**src/rtl/ro_scan_uart_top_if.sv**
```systemverilog
// Control/result bundle between a host and the ring-oscillator scanner.
//   start, continuous, ch_mask : host -> scanner (scan request, channel enables)
//   busy, count_valid          : scanner -> host (scan in progress, result strobe)
//   last_ch, last_count        : scanner -> host (latest channel result)
interface ro_scan_uart_top_if #(
   parameter int N_CH  = 4,
   parameter int CNT_W = 16
);
   logic              start;
   logic              continuous;
   logic [N_CH-1:0]   ch_mask;
   logic              busy;
   logic              count_valid;
   logic [3:0]        last_ch;
   logic [CNT_W-1:0]  last_count;

   modport master (
      output start, continuous, ch_mask,
      input  busy, count_valid, last_ch, last_count
   );

   modport slave (
      input  start, continuous, ch_mask,
      output busy, count_valid, last_ch, last_count
   );
endinterface

```
**src/rtl/ro_scan_uart_top.sv**
```systemverilog
// Ring-oscillator frequency scanner with UART reporting.
// Counts rising edges of each enabled RO channel over a fixed gate window,
// scanning channels round-robin, and sends each result as an 8N1 frame:
// header 0xA0|ch, then the count MSB-first padded to whole bytes.
//   clk   : system clock
//   rst   : synchronous active-high reset
//   ro_in : asynchronous ring-oscillator outputs, one per channel
//   txd   : UART serial output, idles high
//   ctl   : scan control and result bundle (slave side)
//
// state   | meaning
// --------+-----------------------------------------------------------
// S_IDLE  | waiting for start/continuous with a non-zero channel mask
// S_GATE  | counting edges of cur_ch for GATE_CYCLES clocks
// S_LATCH | one cycle: result published, count_valid high, frame loaded
// S_TX    | shifting the frame out on txd, then pick next channel
module ro_scan_uart_top #(
   parameter int N_CH        = 4,
   parameter int CNT_W       = 16,
   parameter int GATE_CYCLES = 100000,
   parameter int BAUD_DIV    = 868,
   parameter int SYNC_STAGES = 2
) (
   input  logic            clk,
   input  logic            rst,
   input  logic [N_CH-1:0] ro_in,
   output logic            txd,
   ro_scan_uart_top_if.slave ctl
);

   localparam int NB     = (CNT_W + 7) / 8;
   localparam int PAD_W  = NB * 8;
   localparam int GATE_W = $clog2(GATE_CYCLES + 1);
   localparam int BAUD_W = $clog2(BAUD_DIV + 1);
   localparam int BYTE_W = $clog2(NB + 1);

   localparam logic [1:0] S_IDLE  = 2'd0;
   localparam logic [1:0] S_GATE  = 2'd1;
   localparam logic [1:0] S_LATCH = 2'd2;
   localparam logic [1:0] S_TX    = 2'd3;

   logic [1:0]        state_q;
   logic [N_CH-1:0]   sync_q [SYNC_STAGES];
   logic [N_CH-1:0]   ro_prev_q;
   logic [N_CH-1:0]   edge_vec;
   logic [N_CH-1:0]   mask_q;
   logic [3:0]        cur_ch_q;
   logic [CNT_W-1:0]  cnt_q;
   logic [CNT_W-1:0]  cnt_inc;
   logic [GATE_W-1:0] gate_q;
   logic [BAUD_W-1:0] baud_q;
   logic [3:0]        bit_q;
   logic [BYTE_W-1:0] byte_q;
   logic [9:0]        shreg_q;
   logic [PAD_W-1:0]  frame_q;
   logic [3:0]        last_ch_q;
   logic [CNT_W-1:0]  last_count_q;
   logic [3:0]        low_new;
   logic [3:0]        nxt_ch;
   logic              nxt_ok;
   logic              edge_sel;

   // Synchroniser chain; the extra ro_prev_q flop turns the synchronised
   // level into a one-cycle rising-edge pulse.
   always_ff @(posedge clk) begin
      if (rst) begin
         for (int i = 0; i < SYNC_STAGES; i++) sync_q[i] <= '0;
         ro_prev_q <= '0;
      end else begin
         sync_q[0] <= ro_in;
         for (int i = 1; i < SYNC_STAGES; i++) sync_q[i] <= sync_q[i-1];
         ro_prev_q <= sync_q[SYNC_STAGES-1];
      end
   end

   assign edge_vec = sync_q[SYNC_STAGES-1] & ~ro_prev_q;

   // Downward loops so the last hit is the lowest qualifying channel.
   always_comb begin
      low_new  = '0;
      nxt_ch   = '0;
      nxt_ok   = 1'b0;
      edge_sel = 1'b0;
      for (int i = N_CH - 1; i >= 0; i--) begin
         if (ctl.ch_mask[i]) low_new = 4'(i);
         if (mask_q[i] && (4'(i) > cur_ch_q)) begin
            nxt_ch = 4'(i);
            nxt_ok = 1'b1;
         end
         if (4'(i) == cur_ch_q) edge_sel = edge_vec[i];
      end
   end

   assign cnt_inc = (edge_sel && (cnt_q != {CNT_W{1'b1}})) ? cnt_q + CNT_W'(1) : cnt_q;

   always_ff @(posedge clk) begin
      if (rst) begin
         state_q      <= S_IDLE;
         mask_q       <= '0;
         cur_ch_q     <= '0;
         cnt_q        <= '0;
         gate_q       <= '0;
         baud_q       <= '0;
         bit_q        <= '0;
         byte_q       <= '0;
         shreg_q      <= '1;
         frame_q      <= '0;
         last_ch_q    <= '0;
         last_count_q <= '0;
      end else begin
         case (state_q)
            S_IDLE: begin
               if ((ctl.start || ctl.continuous) && (ctl.ch_mask != '0)) begin
                  mask_q   <= ctl.ch_mask;
                  cur_ch_q <= low_new;
                  cnt_q    <= '0;
                  gate_q   <= GATE_W'(GATE_CYCLES - 1);
                  state_q  <= S_GATE;
               end
            end
            S_GATE: begin
               cnt_q <= cnt_inc;
               if (gate_q == '0) begin
                  // cnt_inc already includes this final gate cycle's edge
                  last_ch_q    <= cur_ch_q;
                  last_count_q <= cnt_inc;
                  frame_q      <= PAD_W'(cnt_inc);
                  state_q      <= S_LATCH;
               end else begin
                  gate_q <= gate_q - GATE_W'(1);
               end
            end
            S_LATCH: begin
               shreg_q <= {1'b1, 4'hA, cur_ch_q, 1'b0};
               byte_q  <= BYTE_W'(NB);
               bit_q   <= 4'd9;
               baud_q  <= BAUD_W'(BAUD_DIV - 1);
               state_q <= S_TX;
            end
            S_TX: begin
               if (baud_q != '0) begin
                  baud_q <= baud_q - BAUD_W'(1);
               end else begin
                  baud_q <= BAUD_W'(BAUD_DIV - 1);
                  if (bit_q != 4'd0) begin
                     shreg_q <= {1'b1, shreg_q[9:1]};
                     bit_q   <= bit_q - 4'd1;
                  end else if (byte_q != '0) begin
                     // next byte follows the stop bit with no idle gap
                     shreg_q <= {1'b1, frame_q[PAD_W-1 -: 8], 1'b0};
                     frame_q <= frame_q << 8;
                     byte_q  <= byte_q - BYTE_W'(1);
                     bit_q   <= 4'd9;
                  end else begin
                     shreg_q <= '1;
                     if (nxt_ok) begin
                        cur_ch_q <= nxt_ch;
                        cnt_q    <= '0;
                        gate_q   <= GATE_W'(GATE_CYCLES - 1);
                        state_q  <= S_GATE;
                     end else if (ctl.continuous && (ctl.ch_mask != '0)) begin
                        mask_q   <= ctl.ch_mask;
                        cur_ch_q <= low_new;
                        cnt_q    <= '0;
                        gate_q   <= GATE_W'(GATE_CYCLES - 1);
                        state_q  <= S_GATE;
                     end else begin
                        state_q <= S_IDLE;
                     end
                  end
               end
            end
            default: state_q <= S_IDLE;
         endcase
      end
   end

   // shreg_q is all ones outside a frame, so txd idles high from a register
   assign txd             = shreg_q[0];
   assign ctl.busy        = (state_q != S_IDLE);
   assign ctl.count_valid = (state_q == S_LATCH);
   assign ctl.last_ch     = last_ch_q;
   assign ctl.last_count  = last_count_q;

endmodule

```
**src/flat_wrapper.sv**
```systemverilog
// flat-port wrapper written by rule: the top's interface ports become plain ports
module ro_scan_uart_top_flat 
#(
   parameter int N_CH        = 4,
   parameter int CNT_W       = 16,
   parameter int GATE_CYCLES = 100000,
   parameter int BAUD_DIV    = 868,
   parameter int SYNC_STAGES = 2
)
  (clk, rst, ro_in, txd, ctl_start, ctl_continuous, ctl_ch_mask, ctl_busy, ctl_count_valid, ctl_last_ch, ctl_last_count);
  ro_scan_uart_top_if #(.N_CH(N_CH), .CNT_W(CNT_W)) ctl_i ();
  input  logic clk;
  input  logic rst;
  input  logic [N_CH-1:0] ro_in;
  output logic txd;
  input wire logic [$bits(ctl_i.start)-1:0] ctl_start;
  input wire logic [$bits(ctl_i.continuous)-1:0] ctl_continuous;
  input wire logic [$bits(ctl_i.ch_mask)-1:0] ctl_ch_mask;
  output wire logic [$bits(ctl_i.busy)-1:0] ctl_busy;
  output wire logic [$bits(ctl_i.count_valid)-1:0] ctl_count_valid;
  output wire logic [$bits(ctl_i.last_ch)-1:0] ctl_last_ch;
  output wire logic [$bits(ctl_i.last_count)-1:0] ctl_last_count;
  assign ctl_i.start = ctl_start;
  assign ctl_i.continuous = ctl_continuous;
  assign ctl_i.ch_mask = ctl_ch_mask;
  assign ctl_busy = ctl_i.busy;
  assign ctl_count_valid = ctl_i.count_valid;
  assign ctl_last_ch = ctl_i.last_ch;
  assign ctl_last_count = ctl_i.last_count;
  ro_scan_uart_top #(.N_CH(N_CH), .CNT_W(CNT_W), .GATE_CYCLES(GATE_CYCLES), .BAUD_DIV(BAUD_DIV), .SYNC_STAGES(SYNC_STAGES)) u_core (.clk(clk), .rst(rst), .ro_in(ro_in), .txd(txd), .ctl(ctl_i));
endmodule
```
**config.mk**
```make
export PLATFORM = sky130hd
export DESIGN_NAME = ro_scan_uart_top_flat
export DESIGN_NICKNAME = d
export VERILOG_FILES = /design/src/rtl/ro_scan_uart_top_if.sv /design/src/rtl/ro_scan_uart_top.sv /design/src/flat_wrapper.sv
export SDC_FILE = /design/constraint.sdc
export NUM_CORES = 1
export LEC_CHECK = 0
export CAP_MARGIN = 25
export CORE_MARGIN = 5
export CORE_UTILIZATION = 55
export DETAILED_ROUTE_END_ITERATION = 7
export GPL_TIMING_DRIVEN = 0
export PLACE_DENSITY = 0.79
export SLEW_MARGIN = 20
export SYNTH_ARGS = -nofsm -noshare
export SYNTH_HDL_FRONTEND = slang
export SYNTH_SLANG_ARGS = --single-unit
```
**constraint.sdc**
```tcl
create_clock -name clk -period 5.05 [get_ports clk]
set_clock_uncertainty 0.1 [all_clocks]
set_input_delay 1.2625 -clock clk [delete_from_list [all_inputs] [get_ports clk]]
set_output_delay 1.2625 -clock clk [all_outputs]
set_load 0.02 [all_outputs]
```
### Word-level counts from Yosys, hierarchy flattened

Memories as Yosys holds them, arrays and structs flattened.
Cells that the tools add are included.

| operators by class | value |
|---|---|
| $add $sub $neg | 5 |
| order comparisons | 4 |
| equal/unequal tests | 18 |
| multiplexer cells | 78 |
| bitwise operators | 4 |
| reduce and logical (&&, ||, !) cells | 30 |

Operators by type and width:

| operator | number |
|---|---|
| 16-bit 2-to-1 mux | 11 |
| 17-bit 2-to-1 mux | 7 |
| 4-bit 2-to-1 mux | 17 |
| 17-bit one-hot mux with 3 select lines | 1 |
| 16-bit one-hot mux with 3 select lines | 1 |
| 10-bit one-hot mux with 2 select lines | 2 |
| 2-bit 2-to-1 mux | 17 |
| 16-bit one-hot mux with 2 select lines | 1 |
| 10-bit 2-to-1 mux | 3 |
| 4-bit one-hot mux with 2 select lines | 3 |
| 17-bit logical NOT | 1 |
| 17-bit by 1-bit subtractor with 17-bit output, second input constant | 1 |
| 16-bit by 1-bit adder with 16-bit output, second input constant | 1 |
| 16-bit != test, second input constant | 1 |
| 7-bit AND reduction | 2 |
| 1-bit 2-to-1 mux | 12 |
| 6-bit AND reduction | 2 |
| 2-bit != test, second input constant | 5 |
| 5-bit AND reduction | 2 |
| 10-bit nonzero test | 1 |
| 2-bit nonzero test | 5 |
| 10-bit by 1-bit subtractor with 10-bit output, second input constant | 1 |
| 9-bit 2-to-1 mux | 1 |
| 2-bit by 4-bit equality test with 1-bit output, first input constant | 2 |
| 23 further kinds | 39 |

| word-level totals | value |
|---|---|
| bits in registers | 109 |
| RAM bits | 8 |
| output and inout bits | 23 |
| logic and storage cells | 153 |
| memories | 1 |

Memories:

| memory | depth | width | rd ports | clocked after memory_dff | write ports | line | RTL |
|---|---|---|---|---|---|---|---|
| u_core.sync_q | 2 | 4 | 2 | 0 | 2 | ro_scan_uart_top.sv:43 | `logic [N_CH-1:0] sync_q [SYNC_STAGES];` |

### Longest topological paths before layout

Gate-level depths: netlist (run 1).

| depth | value |
|---|---|
| depth in word-level cells | 11 |
| depth in mapped cells | 10 |

### Least setup slack after synthesis (run 1)

No wires, ideal clock.

| path | value |
|---|---|
| path type | input port to flip-flop |
| from | in ctl_ch_mask[3] |
| to | reg u_core.gate_q[4] |
| arrival | 2.604 ns |
| required time | 4.835 ns |
| path slack | 2.231 ns |
| stages on the path | 8 |
| buffers on the path | 2 |
| cells stage by stage | nor4_1 > nor2b_1 > nor3_2 > or3_1 > buf_2 > buf_6 > a21oi_1 > o21a_1 |

| on the way | value |
|---|---|
| word-level cells in the longest chain between the ends | 4 |

Ends and longest elaborated chain:

| what | line | RTL |
|---|---|---|
| start, declared | flat_wrapper.sv:18 | `input wire logic [$bits(ctl_i.ch_mask)-1:0] ctl_ch_mask;` |
| 4-bit nonzero test (*) | ro_scan_uart_top.sv:113, ro_scan_uart_top.sv:161 |  |
| 1-bit logical AND (on tied branches) | ro_scan_uart_top.sv:161, ro_scan_uart_top.sv:113 |  |
| 3-bit by 1-bit != test with 1-bit output (no line) or 2-bit by 1-bit != test with 1-bit output (tied branches) | -- |  |
| 7-bit AND reduction (no line) (*) | -- |  |
| end signal, assigned | ro_scan_uart_top.sv:117 | `gate_q <= GATE_W'(GATE_CYCLES - 1);` |
| end signal, assigned | ro_scan_uart_top.sv:159 | `gate_q <= GATE_W'(GATE_CYCLES - 1);` |
| end signal, assigned | ro_scan_uart_top.sv:165 | `gate_q <= GATE_W'(GATE_CYCLES - 1);` |
| end, declared | ro_scan_uart_top.sv:50 | `logic [GATE_W-1:0] gate_q;` |

Every way passes the cells marked *; elsewhere a longest branch is shown, timed or not.
A chain may end at the register's enable or synchronous reset.

### Final worst setup path (run 1)

| path | value |
|---|---|
| from | in rst |
| to | reg u_core.cur_ch_q[0] |

RTL lines:

| what | line | RTL |
|---|---|---|
| start, declared | flat_wrapper.sv:13 | `input logic rst;` |
| end signal, assigned | ro_scan_uart_top.sv:115 | `cur_ch_q <= low_new;` |
| end signal, assigned | ro_scan_uart_top.sv:157 | `cur_ch_q <= nxt_ch;` |
| end signal, assigned | ro_scan_uart_top.sv:163 | `cur_ch_q <= low_new;` |
| end, declared | ro_scan_uart_top.sv:47 | `logic [3:0] cur_ch_q;` |

No word-level cell between the ends.

==> metrics list, run 1 <==
- Endpoints failing setup: 0
- Post-DP HPWL: 10.2 mm
- Post-route setup TNS: 0 ns
- Area grow syn2layout: 12.6%
- Post-CTS repair changed the size of 0 cells.
- Core box area: 0.00973 sq mm
* Count of different cell masters after synthesis: 74
- The pre-antenna-repair detailed-routing pass consisted of 5 iterations.
- Starting Density: 55.9%
* Critical path class: in -> reg
- Kind of start point of the critical path: input port
* Number of synthesized flops with an enable pin: 0
- Global-route congestion overflow total: 0
- Outcome: completed
* Combined global-route utilization of all metal layers: 25.6%
- Cell-by-cell trace of the critical path: clkdlybuf4s50_1 -> clkbuf_1 -> clkbuf_1 -> clkbuf_1 -> nor2_1
* Final max-slew violation count: 0
- The net count of the finished layout is between 700 and 800.
* Register bit total from synthesis: ~110
- Pin slew with the least headroom to its limit: between 0.7 and 0.8 ns
* Largest delay contributor family on the critical path: buffers and inverters
* Type of the most critical hold path: reg -> reg
- Die outline area: roughly 0.012 sq mm
- After detailed routing, the number of remaining DRC violations is 0.
- Largest net degree at the start of global routing: 19
* Average footprint of a synthesized cell: 8.46 sq um
- Input/output buffers: 32
* Number of global-route vias before repair: 4838
- The most used flip-flop cell after synthesis is dfxtp_1.
- The hold violation count in the final report came to 0.
- The cell count after synthesis came out at 643.
* Worst path max stage delay: a little over 0.6 ns
* Reported max-cap violation count: 0
- DRT Wirelength: 14.2 mm
- Worst rel slew slack: 51.3%
- TritonCTS built the clock tree.
- First-pass GRT wire length: between 20 and 25 mm
- The initial antenna violation count is 0.
* Worst-skew pair later-pin latency: 0.39 ns
- Unrepaired setup endpoints after global routing: no
- Count of vias placed by the detailed router: a little over 5000
- After clock tree synthesis, the clock-pin slew on the worst setup and hold paths is 0.11 ns.
- DRT antenna net count: 0
- The synthesized netlist occupies a cell area of roughly 0.0054 sq mm.
* Ant diodes: 0
* Sequential Area: around 0.0022 sq mm
- For this run, asynchronously set or reset flops after synthesis account for 0%.
- Crit path arrival time: approximately 3.5 ns
- Pin placement for this block handled 35 I/O pins.
- Yosys warns: 0
- After clock tree synthesis, the setup repair step added 0 buffers.
- Of all nets on the critical path, the largest fanout is 10.
* Maximum clock rate: 299 MHz
- After layout, the minimum clock period comes to 3.35 ns.
- Clock tree synthesis found a total of between 100 and 150 sinks.
* Layout fillers: 895
* Die span in x: 109 um
- After floorplanning, the core was divided into 36 placement rows.
* First DRT Iteration DRCs: between 400 and 500
- Share of final-layout standard cells stronger than drive strength 1: a little over 7%
* Data required time at the worst endpoint: between 5 and 6 ns
- Dividing total power by cell area gives a power density of 498 mW/mm^2.
- Counting both buffers and inverters, the worst setup path holds a total of 4.
- Of the available clock period, the critical path in the final layout requires between 60% and 70%.
* Count of H-tree levels built during CTS: 3
- No sink is reached through more buffers than the 2 on the longest clock path.
* Gpl congestion: 0.913
- On the final layout, the worst hold slack is 0.337 ns.
* Vias per cell: 6.17
- The worst setup path is captured at a flip-flop.
- CTS Buf Count: 9
- The die is roughly 110 um tall.
- Hold_buf cts: 0
* Clk Tree Root Cell: clkbuf_8
- The cell that appears most often on the critical path is clkbuf_1.
* Average routed wire per standard cell: approximately 17 um
- Leak Pwr: 0.00214 uW
- After synthesis, flip-flops and latches occupy 40.9% of the total area.
- Worst path slowest cell: clkbuf_1
- Summing all multi-input logic gate instances after layout gives 0.00295 sq mm.
- IR analysis of the VDD net gives a maximum drop of 0.309 mV.
==> synth_stat cells, types with 10 or more instances <==
| master | count | area share (%) |
|---|---|---|
| a21oi_1 | 47 | 4.3 |
| nand2_1 | 49 | 3.4 |
| nor2_1 | 60 | 4.1 |
| dfxtp_1 | 111 | 41 |
| inv_1 | 26 | 1.8 |
| clkbuf_1 | 28 | 1.9 |
| xnor2_1 | 13 | 2.1 |
| nor2b_1 | 18 | 2.1 |
| nand3_1 | 21 | 1.9 |
| or3_1 | 10 | 1.2 |
| nand4_1 | 11 | 1.3 |
| o32ai_1 | 10 | 1.6 |
| nor3_1 | 25 | 2.3 |
| ha_1 | 11 | 2.5 |
| o21ai_0 | 36 | 3.3 |
==> worst paths after layout <==
check / start / cells after the start / slack [ns] / to
setup / recovery: rst / 5 / 1.70 / u_core.cur_ch_q[0]
hold / removal: u_core.sync_q[0][1] / 1 / 0.34 / u_core.sync_q[0][5]
setup reg to reg: u_core.baud_q[0] / 9 / 2.27 / u_core.gate_q[6]
hold reg to reg: u_core.sync_q[0][1] / 1 / 0.34 / u_core.sync_q[0][5]
==> final cells by class <==
class,count,share of cell area [%]
Buffer,39,2.76
Clock buffer,9,2.02
Clock inverter,7,1.16
Inverter,27,1.65
Multi-Input combinational cell,467,48.2
Sequential cell,111,36.3
Tap cell,133,2.72
Timing Repair Buffer,32,5.23
==> per-stage QoR <==
step | instance area (sq um) | utilization [%] | instances | power (uW) | worst slack [ns]
2_1_floorplan | 5440 | - | 644 | 2140 | 2.23
3_3_place_gp | 5930 | 60.9 | 809 | 2450 | 1.32
3_5_place_dp | 5930 | 60.9 | 809 | 2500 | 1.32
4_1_cts | 6120 | 63.0 | 825 | 3030 | 1.73
5_1_grt | 6120 | 63.0 | 825 | 3280 | 1.62
6_report | 6120 | 63.0 | 825 | 3050 | 1.70
==> sequential cells by signal (all words and copies together) (netlist names) <==
signal and cells:
u_core.mask_q 3, u_core.ctl.last_ch 2, u_core.cnt_q 16, u_core.shreg_q 9, u_core.ctl.last_count 16, u_core.state_q 2
u_core.baud_q 10, u_core.bit_q 4, u_core.gate_q 17, u_core.cur_ch_q 2, u_core.sync_q 8, u_core.frame_q 16
u_core.ro_prev_q 4, u_core.byte_q 2
==> kinds of logic (layout without fill, tap and decap cells) <==
logic type / after synthesis / count (layout) / synth area share (%)
flip-flops: 111 / 111 / 40.9
XOR/XNOR: 15 / 15 / 2.42
AND/OR/NAND/NOR: 247 / 247 / 24.1
adder cells (fa/ha/maj): 11 / 11 / 2.53
multiplexers: 11 / 11 / 2.51
buffers and inverters: 66 / 114 / 4.97
AO/OA/AOI/OAI: 181 / 181 / 22.5
other: 1 / 2 / 0.0689
==> power breakdown <==
| group | internal [uW] | total, uW | leakage [uW] | switching [uW] |
|---|---|---|---|---|
| clock network | 229 | 539 | 0.0000916 | 310 |
| registers | 1020 | 1150 | 0.000904 | 129 |
| logic | 489 | 1360 | 0.00115 | 873 |
| total | 1740 | 3050 | 0.00214 | 1310 |
==> routing by layer <==
| layer | up-vias | track usage (%) | wire length (um) |
|---|---|---|---|
| met5 | - | 0 | 0 |
| met4 | 0 | 11.2 | 404 |
| met3 | 32 | 3.88 | 987 |
| met2 | 208 | 40.8 | 6490 |
| met1 | 2415 | 34.3 | 6260 |
| li1 | 2434 | - | - |
==> placed cells by master (no fill, tap or decap), types with 11 or more instances in the layout <==
cell and instances:
a21oi_1 47, clkbuf_1 28, clkdlybuf4s50_1 32, dfxtp_1 111
ha_1 11, inv_1 26, nand2_1 49, nand3_1 21
nand4_1 11, nor2_1 60, nor2b_1 18, nor3_1 25
o21ai_0 36, xnor2_1 13
(Power assumes the default switching activity.)
==> run 2: changes to the inputs <==
- clock period: 5.05 -> 3.3 ns (I/O delays scaled with it)
==> results of run 2 <==
The final DEF is identical to that of run 1. Status: completed.
Main changes from that run: setup slack after placement 1.32 ns -> 0.00598 ns; setup slack after layout 1.70 ns -> 0.387 ns; register-to-register setup slack 2.27 ns -> 0.52 ns; total power 3050 uW -> 4670 uW; worst IR drop on VDD 0.309 mV -> 0.473 mV
